### src/rtl/video_wr_scheduler.sv
// Video write scheduler: immediate writes pass straight through, deferred writes are replayed after frame_start.
// Optional build macro VWS_DRAIN_LIMIT_EN caps each frame's drain at DRAIN_MAX entries.
module video_wr_scheduler #(
  parameter int DEPTH     = 16,
  parameter int DRAIN_MAX = 8
) (
  input  logic                     clk_sys,
  input  logic                     reset_sys,
  input  logic                     cpu_cs,
  input  logic                     cpu_wr,
  input  logic                     cpu_defer,
  input  logic [20:0]              cpu_addr,
  input  logic [31:0]              cpu_wr_data,
  input  logic                     frame_start,
  input  logic                     clr_overflow,
  output logic                     video_cs,
  output logic                     video_wr,
  output logic [20:0]              video_addr,
  output logic [31:0]              video_wr_data,
  output logic                     full,
  output logic [$clog2(DEPTH):0]   pending,
  output logic                     overflow,
  output logic                     draining
);

  localparam int PW = $clog2(DEPTH);
  localparam int CW = PW + 1;

`ifdef VWS_DRAIN_LIMIT_EN
  localparam bit LIMIT_EN = 1'b1;
`else
  localparam bit LIMIT_EN = 1'b0;
`endif

  typedef enum logic {IDLE, DRAIN} state_t;

  state_t          state_q, state_d;
  logic [PW-1:0]   wr_ptr_q, wr_ptr_d, rd_ptr_q, rd_ptr_d;
  logic [CW-1:0]   pending_q, pending_d, remaining_q, remaining_d, drain_load;
  logic            overflow_q, overflow_d, draining_q, draining_d, vcs_q, vcs_d;
  logic [20:0]     vaddr_q, vaddr_d;
  logic [31:0]     vdata_q, vdata_d;
  logic            imm_wr, dfr_wr, full_now, push, pop;

  logic [20:0]     mem_addr [DEPTH];
  logic [31:0]     mem_data [DEPTH];

  assign full_now = (pending_q == CW'(DEPTH));

  always_comb begin
    imm_wr = cpu_cs & cpu_wr & ~cpu_defer;
    dfr_wr = cpu_cs & cpu_wr & cpu_defer;
    push   = dfr_wr & ~full_now;
    // Immediate writes own the bus; a drain slot simply slips one cycle.
    pop    = (state_q == DRAIN) & ~imm_wr;

    drain_load = pending_q;
    if (LIMIT_EN && (int'(pending_q) > DRAIN_MAX)) drain_load = CW'(DRAIN_MAX);

    wr_ptr_d  = push ? wr_ptr_q + PW'(1) : wr_ptr_q;
    rd_ptr_d  = pop  ? rd_ptr_q + PW'(1) : rd_ptr_q;
    pending_d = pending_q + CW'(push) - CW'(pop);

    state_d     = state_q;
    remaining_d = remaining_q;
    if (state_q == IDLE) begin
      if (frame_start && (pending_q != '0)) begin
        state_d     = DRAIN;
        remaining_d = drain_load;
      end
    end else if (pop) begin
      remaining_d = remaining_q - CW'(1);
      if (remaining_q == CW'(1)) state_d = IDLE;
    end
    draining_d = (state_d == DRAIN);

    overflow_d = overflow_q;
    if (dfr_wr && full_now) overflow_d = 1'b1;
    if (clr_overflow) overflow_d = 1'b0;

    vcs_d   = imm_wr | pop;
    vaddr_d = '0;
    vdata_d = '0;
    if (imm_wr) begin
      vaddr_d = cpu_addr;
      vdata_d = cpu_wr_data;
    end else if (pop) begin
      vaddr_d = mem_addr[rd_ptr_q];
      vdata_d = mem_data[rd_ptr_q];
    end
  end

  always_ff @(posedge clk_sys or posedge reset_sys) begin
    if (reset_sys) begin
      state_q     <= IDLE;
      wr_ptr_q    <= '0;
      rd_ptr_q    <= '0;
      pending_q   <= '0;
      remaining_q <= '0;
      overflow_q  <= 1'b0;
      draining_q  <= 1'b0;
      vcs_q       <= 1'b0;
      vaddr_q     <= '0;
      vdata_q     <= '0;
    end else begin
      state_q     <= state_d;
      wr_ptr_q    <= wr_ptr_d;
      rd_ptr_q    <= rd_ptr_d;
      pending_q   <= pending_d;
      remaining_q <= remaining_d;
      overflow_q  <= overflow_d;
      draining_q  <= draining_d;
      vcs_q       <= vcs_d;
      vaddr_q     <= vaddr_d;
      vdata_q     <= vdata_d;
    end
  end

  // Storage needs no reset; stale entries are unreachable once the pointers clear.
  always_ff @(posedge clk_sys) begin
    if (push) begin
      mem_addr[wr_ptr_q] <= cpu_addr;
      mem_data[wr_ptr_q] <= cpu_wr_data;
    end
  end

  assign video_cs      = vcs_q;
  assign video_wr      = vcs_q;
  assign video_addr    = vaddr_q;
  assign video_wr_data = vdata_q;
  assign full          = full_now;
  assign pending       = pending_q;
  assign overflow      = overflow_q;
  assign draining      = draining_q;

endmodule

### config.mk
export PLATFORM = sky130hd
export DESIGN_NAME = video_wr_scheduler
export DESIGN_NICKNAME = d
export VERILOG_FILES = /design/src/rtl/video_wr_scheduler.sv
export SDC_FILE = /design/constraint.sdc
export NUM_CORES = 1
export LEC_CHECK = 0
export ABC_AREA = 1
export CAP_MARGIN = 30
export CORE_MARGIN = 1
export CORE_UTILIZATION = 40
export CTS_BUF_LIST = sky130_fd_sc_hd__clkbuf_8
export CTS_CLUSTER_DIAMETER = 50
export DETAILED_ROUTE_END_ITERATION = 7
export GPL_TIMING_DRIVEN = 0
export HOLD_SLACK_MARGIN = 0.15
export PLACE_DENSITY = 0.64
export SYNTH_ARGS = -nofsm -noshare
export SYNTH_HDL_FRONTEND = slang
export SYNTH_SLANG_ARGS = --single-unit
### constraint.sdc
create_clock -name clk_sys -period 7.8 [get_ports clk_sys]
set_input_delay 1.95 -clock clk_sys [delete_from_list [all_inputs] [get_ports clk_sys]]
set_output_delay 1.95 -clock clk_sys [all_outputs]
set_load 0.005 [all_outputs]
==> After elaboration in Yosys (flattened, before gate mapping) <==
Memory sizes are Yosys's and may differ from the RTL's.
Index checks and enable logic that the tools add are counted.
{ "classes": {"addsub": 5, "eq_ne": 3, "mux": 15, "bitwise_logic": 9, "n_reduce_logical": 6} }
{ "ops": {"columns": ["operator", "n"], "rows": [
  ["32-bit 2-to-1 mux", 2],
  ["21-bit 2-to-1 mux", 2],
  ["5-bit 2-to-1 mux", 3],
  ["4-bit by 1-bit adder with 4-bit output, second input constant", 2],
  ["1-bit 2-to-1 mux", 8],
  ["5-bit by 1-bit adder with 5-bit output", 1],
  ["1-bit bitwise AND", 5],
  ["5-bit by 1-bit equality test with 1-bit output, second input constant", 1],
  ["5-bit equality test, second input constant", 1],
  ["5-bit nonzero test", 1],
  ["5-bit by 1-bit subtractor with 5-bit output", 1],
  ["5-bit by 1-bit subtractor with 5-bit output, second input constant", 1],
  ["2-bit nonzero test", 2],
  ["1-bit NOT", 3],
  ["1-bit logical AND", 2],
  ["2-bit by 1-bit inequality test with 1-bit output, second input constant", 1],
  ["2-bit AND reduction", 1],
  ["1-bit OR", 1]
]} }
{ "word_totals": {"reg_bits": 74, "ramBits": 848, "input_bits": 60, "output_inout_bits": 63, "elab_cells": 49, "memories": 2} }
{ "mem_list": {"columns": ["name", "depth", "word_bits", "rd", "rd_clocked_by_memory_dff", "write_ports", "line", "text"], "rows": [
  ["mem_data", 16, 32, 1, 0, 1, "46", "logic [31:0] mem_data [DEPTH];"],
  ["mem_addr", 16, 21, 1, 0, 1, "45", "logic [20:0] mem_addr [DEPTH];"]
]} }

==> Depth between registers and ports, before layout <==
Gate-level depths: netlist (run 1).
{ "depth": {"depth_word": 6, "mapped_depth": 13, "ltp_nobuf": 12} }

==> Worst setup path before layout (run 1) <==
Ideal clock, no wire load.
{ "synth_path": {"path_kind": "input port to flip-flop", "startpoint": "input cpu_defer", "endpoint": "memory mem_addr[11][0], enable pin", "setup_ps": 464, "t_arrival_ps": 4706, "required_time_ps": 7336, "slack_ps": 2630, "stages": 6, "path_buffers": 0, "cell_sequence": "inv_1 > nor2_1 > nand2_1 > nor2_1 > inv_1 > nor2_1"} }
{ "synth_via": {"elab_chain_cells": 4} }
{ "synth_rtl": {"columns": ["item", "line", "text"], "rows": [
  ["start, declared", "11", "input logic cpu_defer,"],
  ["1-bit bitwise AND", "52", "dfr_wr = cpu_cs & cpu_wr & cpu_defer;"],
  ["1-bit bitwise AND", "53", "push = dfr_wr & ~full_now;"],
  ["1-bit 2-to-1 mux", "121", "if (push) begin"],
  ["1-bit 2-to-1 mux (not written as such)", "122", "mem_addr[wr_ptr_q] <= cpu_addr;"],
  ["end, declared", "45", null]
]} }
No other way between the ends.

==> Worst setup path in the final report (run 1) <==
{ "layout_path": {"startpoint": "input cpu_defer", "endpoint": "register pending_q[4] (netlist: pending[4])"} }
{ "layout_via": {"elab_chain_cells": 5, "word_cells_on_any_way": 8, "classes_between": "2 x add/sub; 6 x bitwise"} }
{ "layout_rtl": {"columns": ["item", "line", "text"], "rows": [
  ["1-bit NOT", "51", "imm_wr = cpu_cs & cpu_wr & ~cpu_defer;"],
  ["1-bit bitwise AND", "51", null],
  ["1-bit NOT", "55", "pop = (state_q == DRAIN) & ~imm_wr;"],
  ["1-bit bitwise AND", "55", null],
  ["named net pop", "43", "logic imm_wr, dfr_wr, full_now, push, pop;"],
  ["5-bit by 1-bit subtractor with 5-bit output", "62", "pending_d = pending_q + CW'(push) - CW'(pop);"],
  ["named net pending_d[4]", "39", "logic [CW-1:0] pending_q, pending_d, remaining_q, remaining_d, drain_load;"],
  ["end signal, assigned", "109", "pending_q <= pending_d;"],
  ["end, declared", "39", null]
]} }
The timed path passes the listed nets, and every way through them passes these cells.
A chain may end at the register's enable or synchronous reset.

==> impl_results.md, run 1 <==
* Area contributors post-synth: edfxtp_1 (65%), nand2_1 (13%), nand3_1 (7.5%)
* Max Cap Violations at 0
* Avg WL per Cell at between 15 and 20 µm
* Critical-path maximum fanout at 10
* CP Launch Type: primary input
* DRC errors left at 0
* Average size of a mapped cell at 10.26 µm²
* First-pass GRT wire length at 160000 µm
* Status: completed
* PwrDens at 339.4 nW/µm²
* Start of the worst register-to-register path: pending[2]$_DFF_PP0_
* Vias per cell at 4.883
* #FFs+latches synth at around 900
* CTS Sinks at 922
* Unrepaired setup endpoints after global routing: false
* Worst Skew at 0.04774 ns
* Sequential-to-total area share from yosys stat at 69.26%
* Count of cell types in the netlist at 21
* Routed wire length at 106900 µm
* Routed Antenna Nets at 0
* Hold path startpoint: overflow$_DFFE_PP0P_
* Die height at ~320 µm
* Slew Limit Fails at 0
* Critical Path AT at just under 5 ns
* Least-Margin Pin Slew at about 1.0 ns
* Area growth from synthesis to layout at 16.52%
* Post_cts resized at 0
* Post-CTS Setup Bufs at 0
* Most used cell, CP: inv_1
* CTS tree: done
* Fraction of layout cells with a size suffix above 1 at 8.949%
* Io pins at 123
* Worst Hold Path Cells at 2
* Vias at roughly 27000
* CP cell instances: clkdlybuf4s50_1 > inv_1 > nand3_1 > nand2_1 > inv_1 > buf_2 > ha_1 > inv_1 > ha_1 > inv_1 > fa_1 > o21ai_0 > a21oi_1 > xor2_1
* Setup crit end kind: flip-flop
* Setup violators final at 0
* Max-slew headroom at 32.51%
* Final Critical Period at 4.280 ns
* Switching share of total power at between 30% and 40%
* Share of Yosys cell area claimed by the top area cell type at 64.57%
* Syn Std Cell Area at 39440 µm²
* Most frequent cell after synthesis: nand2_1
* RD Place Congestion at 0.8117
* Synth area leader: edfxtp_1
* Worst-skew pair later-pin latency at between 0.8 and 0.9 ns
* Most used DFF post-synth: edfxtp_1
* Final Hold Fails at 0
* FF-to-FF End: mem_data[13][19]$_DFFE_PP_
* P_leak at 20.05 nW
* Slowest CP cell: clkdlybuf4s50_1
* Post-synthesis cell count at roughly 3800
* Starting DRT DRC Count at approximately 2600
* Initial core utilization at 40.60%
* FFs w/ async S/R, synth at approximately 8.0%
* Area of placed instances at 43090 µm²
* Initial antenna violation count at 6
* GRT Overall Usage at 21.68%
* Dpl hpwl at 71470 µm
* GRT Residual Overflow at 0
* Finished Layout Cells at 5559
* Final instance area at 45960 µm²
* Clk pin slew, worst setup/hold paths at 0.07 ns
* R2R setup slack at 4.87 ns
* Worst setup startpoint: cpu_defer
* Net count, final at between 4000 and 5000
* Vias in the first global route at 26210
* First drt pass iteration count at 6
* Crit path required time at 8.48 ns
* Die width at 316 µm
* Post-synth EDFFs at 848
* Num CTS Buffers at 155
* Clock power share at between 20% and 30%
* Hold endpoint: overflow$_DFFE_PP0P_
* Synth warn at 0
* Setup CP Type: primary input to flip-flop
* Net load switching power at 6.090 mW
* Core Region at 97140 µm²
* Root buf cell: clkbuf_8
* Max Fclk at 233.6 MHz
* Largest stage delay, worst path at 0.45 ns
* Finished Core Util at 47.31%
* Comb pwr share at 36.9%
* Number of port buffers at 122
* Maximum vdd drop at 0.2118 mV
* R2R depth at 9
* Placed cells at 5274
* Post-Syn Nets at 3917
* Pint at roughly 9.5 mW
* Seq pwr share at 37.3%
* Die area at 99860 µm²
* Min-Delay Path Class: flip-flop to flip-flop
* Largest net degree at the start of global routing at 51
* Max Root-Sink Buffers at 3
* Hold-fix buffer count after cts at 0
* Most frequent cells after synthesis: nand2_1 (1404), edfxtp_1 (848), inv_1 (665), nand3_1 (589), buf_2 (127)
* H-tree levels at 4
* Fin crit share at between 50% and 60%
* Rows at 114
-- logic make-up after synthesis --
group                    share of synthesized area [%]
AND/OR/NAND/NOR                                  21.10
flip-flops                                       69.26
buffers and inverters                            8.667
AO/OA/AOI/OAI                                   0.2601
adder cells (fa/ha/maj)                         0.4632
XOR/XNOR                                        0.2443
-- worst max path at each step --
| stage | to | slack (ns) | cells after the start |
|---|---|---|---|
| floorplan | mem_addr[11][0]$_DFFE_PP_ | 2.63 | 6 |
| global placement | mem_data[9][22]$_DFFE_PP_ | -0.49 | 7 |
| detailed placement | pending[4]$_DFF_PP0_ | 2.67 | 14 |
| CTS | full | 3.43 | 5 |
| global route | pending[4]$_DFF_PP0_ | 3.36 | 14 |
| finish | pending[4]$_DFF_PP0_ | 3.52 | 14 |
-- placed cells by master (no fill, tap or decap), drive strengths merged, types with 10 or more instances in the layout --
cell type	instances
inv	724
clkdlybuf4s50	122
o21ai	16
nor2	23
clkbuf	188
ha	13
clkinv	57
dfrtp	74
xor2	10
nand3	589
edfxtp	848
nand2	1404
buf	192
-- worst max-delay path: cells and delay by family --
family	cells	cell delay [ns]
AO/OA/AOI/OAI	2	0.29
buffers and inverters	6	1.30
AND/OR/NAND/NOR	2	0.41
adder cells (fa/ha/maj)	3	0.86
XOR/XNOR	1	0.14
-- layer usage --
layer / wire, µm / up-vias / track usage (%)
met5: 23 / - / 0
met4: 3232 / 4 / 8.125
met3: 8134 / 196 / 4.204
met2: 50830 / 1087 / 35.51
met1: 44710 / 12920 / 28.55
li1: - / 12940 / -
-- area by class of cell --
cell class              instances  area [µm²]
clock inverters               122       660.6
clock buffers                 160        2202
inverters                     670        2519
fillers                      8693       51180
repair buffers                155        1927
multi-input cells            2064        8825
plain buffers                 187       902.1
flip-flops and latches        922       27320
well taps                    1276        1597
diodes                          3       7.507
-- stage by stage --
stage	total power, mW	TNS, ns	hold slack (ns)	setup WS, ns
detailed placement	11.67	0	0.4876	2.675
finish	15.60	0	0.5007	3.520
global placement	11.55	-151.25	0.5093	-0.4947
floorplan	9.261	0	0.4831	2.630
global route	16.48	0	0.5215	3.356
CTS	15.68	0	0.5035	3.428
-- power by group through the flow --
stage          clock network (mW)  registers (mW)  logic, mW
2_1_floorplan                   0            5.94       3.32
3_3_place_gp                    0            5.94       5.61
3_5_place_dp                    0            5.92       5.75
4_1_cts                      4.08            5.83       5.78
5_1_grt                      4.30            5.85       6.33
6_report                     4.02            5.82       5.76
-- flip-flops by register name, indices dropped and copies added (netlist names) --
name           cells
rd_ptr_q           4
video_cs           1
video_addr        21
wr_ptr_q           4
overflow           1
draining           1
video_wr_data     32
pending            5
mem_addr         336
remaining_q        5
mem_data         512
No activity file was read; power rests on OpenSTA's default activity.
==> run 2, diff against run 1 <==
==> constraint.sdc (replaced) <==
create_clock -name clk_sys -period 4.2 [get_ports clk_sys]
set_input_delay 1.05 -clock clk_sys [delete_from_list [all_inputs] [get_ports clk_sys]]
set_output_delay 1.05 -clock clk_sys [all_outputs]
set_load 0.005 [all_outputs]
==> run 2 against run 1 <==
Effect of this change:
- highest routed layer is now met4
- critical path type is now flip-flop to primary output
- clock-buffer cell count rose by 4
- core utilization about the same
- worst hold slack gained 0.010 ns
==> impl_results.md, run 2 (synthesis results as in run 1) <==
* Most frequent cells in the layout: nand2_1 (1404), edfxtp_1 (848), inv_1 (735)
* Final setup TNS at 0 ns (unchanged)
* Post-CTS Setup Bufs at 0 (unchanged)
* H-tree levels at 4 (unchanged)
* Num CTS Buffers at 152 (-1.9%)
* Largest register by flop count: mem_data
* Clk pin slew, worst setup/hold paths at 0.06 ns (about the same)
* Max Root-Sink Buffers at 3 (unchanged)
* Rows at 114 (unchanged)
* CP Launch Type: flip-flop
* Start of the worst register-to-register path: draining$_DFF_PP0_
* Core Region at 97140 µm² (unchanged)
* P_leak at 20.13 nW (+0.42%)
* Power Total at 29.02 mW (+86%)
* PwrDens at 631.3 nW/µm² (+86%)
* Io pins at 123 (unchanged)
* Unrepaired setup endpoints after global routing: false
* Starting DRT DRC Count at 2556 (-3.0%)
* Area growth from synthesis to layout at 16.55% (about the same)
* Worst setup path end: full
* Largest stage delay, worst path at 0.51 ns (+0.06 ns)
* First drt pass iteration count at 6 (unchanged)
* Crit path required time at 3.15 ns (-5.33 ns)
* Met2 Use GR at 35.48% (about the same)
* Max-slew headroom at 31.05% (-1.5 points)
* Min-Delay Path Class: flip-flop to flip-flop
* Number of port buffers at 122 (unchanged)
* Most used cell, CP: inv_1
* Initial antenna violation count at 5 (-1)
* Max Fclk at roughly 300 MHz
* Die area at 99860 µm² (unchanged)
* Avg WL per Cell at 19.30 µm (+0.35%)
* CTS Sinks at 922 (unchanged)
* Initial core utilization at 40.60% (unchanged)
* Slowest CP cell: clkdlybuf4s50_1
* Root buf cell: clkbuf_8
* Setup CP Type: flip-flop to primary output
* Dpl hpwl at 71380 µm (-0.13%)
* Most Used Layer, Global Route: met2
* Fin crit share at 80.39%
* DRC errors left at 0 (unchanged)
* GRT Residual Overflow at 0 (unchanged)
* Status: completed
* R2R depth at 11 (+2)
* Routed Antenna Nets at 0 (unchanged)
* Setup crit end kind: primary output
* Slew Limit Fails at 0 (unchanged)
* Worst setup startpoint: pending[2]$_DFF_PP0_
* Die height at 316 µm (unchanged)
* Max Cap Violations at 0 (unchanged)
* Most common cell after layout, fill and taps aside: nand2_1
* Setup violators final at 0 (unchanged)
* M3 GR Usage at 4.513% (+0.31 points)
* Least-Margin Pin Slew at 1.034 ns (+0.02191 ns)
* Net count, final at 4226 (-0.071%)
* Critical Path AT at 2.33 ns (-2.64 ns)
* RD Place Congestion at 0.8171 (+0.67%)
* Hold-fix buffer count after cts at 0 (unchanged)
* Post_cts resized at 0 (unchanged)
* R2R setup slack at 1.27 ns (-3.60 ns)
* FF-to-FF End: pending[4]$_DFF_PP0_
* Final Critical Period at 3.376 ns
* Worst-skew pair later-pin latency at 0.83 ns (about the same)
* Routed wire length at 107200 µm (+0.29%)
* Largest net degree at the start of global routing at 47 (-7.8%)
* Vias in the first global route at 26230 (+0.065%)
* Maximum vdd drop at 0.3418 mV (+61%)
* Max reg flops at 512 (unchanged)
* GRT Overall Usage at 21.72% (+0.045 points)
* Final Hold Fails at 0 (unchanged)
* Die width at 316 µm (unchanged)
* GR Layer Usage met1 at 28.72% (+0.17 points)
* CTS tree: done
* Vias at 27090 (-0.21%)
* Vias per cell at 4.876 (-0.16%)
* Worst Skew at 0.03263 ns (-0.01511 ns)
* Critical-path maximum fanout at 3 (-7)
* First-pass GRT wire length at 160500 µm (+0.35%)
* Smallest hold slack at 0.5110 ns (+0.01030 ns)
* CP cell instances: inv_1 > ha_1 > nand4_1 > inv_1 > clkdlybuf4s50_1
* Fraction of layout cells with a size suffix above 1 at 8.889% (-0.060 points)
==> run 2: cell types whose count changed in the layout (fill, tap and decap cells not counted), sizes merged <==
cell    before  now
clkbuf     188  192
diode        3    5
clkinv      57   25
inv        724  747
==> run 2: through the flow <==
| step | instances | utilization [%] | cell area (µm²) | setup slack [ns] |
|---|---|---|---|---|
| after CTS | 5551 | 47.31 | 45950 | 0.6955 |
| after global routing | 5552 | 47.31 | 45960 | 0.5835 |
| after global placement | 5241 | 43.51 | 42260 | -3.140 |
| after detailed placement | 5274 | 44.35 | 43080 | -0.02519 |
| after floorplan | 3843 | - | 39450 | -0.06974 |
| final | 5556 | 47.32 | 45970 | 0.8238 |
==> run 2: critical path, delay by kind of cell, from the launching register on <==
family | cells | cell delay [ns]
flops | 1 | 0.40
buf+inv | 3 | 0.75
fa+ha+maj | 1 | 0.18
simple gates | 1 | 0.17
==> run 2: report_power, final <==
group	internal (mW)	switching [mW]	total (mW)	leakage, nW
registers	10.6	0.189	10.8	8.52
clock network	3.86	3.58	7.44	1.71
logic	3.24	7.53	10.8	9.90
total	17.7	11.3	29.0	20.1
==> run 2: cell type report <==
type	instances	area, µm²
well taps	1276	1597
fillers	8654	51170
plain buffers	187	902.1
clock buffers	164	2257
diodes	5	12.51
repair buffers	155	1919
inverters	670	2519
multi-input cells	2064	8825
clock inverters	113	619.3
flip-flops and latches	922	27320
==> run 2: worst min-delay path by stage <==
stage | from | end | slack, ns | cells past startpoint
finish | overflow$_DFFE_PP0P_ | overflow$_DFFE_PP0P_ | 0.51 | 2
global route | overflow$_DFFE_PP0P_ | overflow$_DFFE_PP0P_ | 0.54 | 2
CTS | overflow$_DFFE_PP0P_ | overflow$_DFFE_PP0P_ | 0.52 | 2
detailed placement | overflow$_DFFE_PP0P_ | overflow$_DFFE_PP0P_ | 0.50 | 2
global placement | wr_ptr_q[3]$_DFFE_PP0P_ | wr_ptr_q[3]$_DFFE_PP0P_ | 0.51 | 1
floorplan | wr_ptr_q[3]$_DFFE_PP0P_ | wr_ptr_q[3]$_DFFE_PP0P_ | 0.48 | 1
==> run 2: routing by layer <==
metal | up-vias | routed length (µm)
li1 | 12930 | -
met1 | 12830 | 44350
met2 | 1142 | 51360
met3 | 185 | 8625
met4 | 0 | 2912
met5 | - | 0
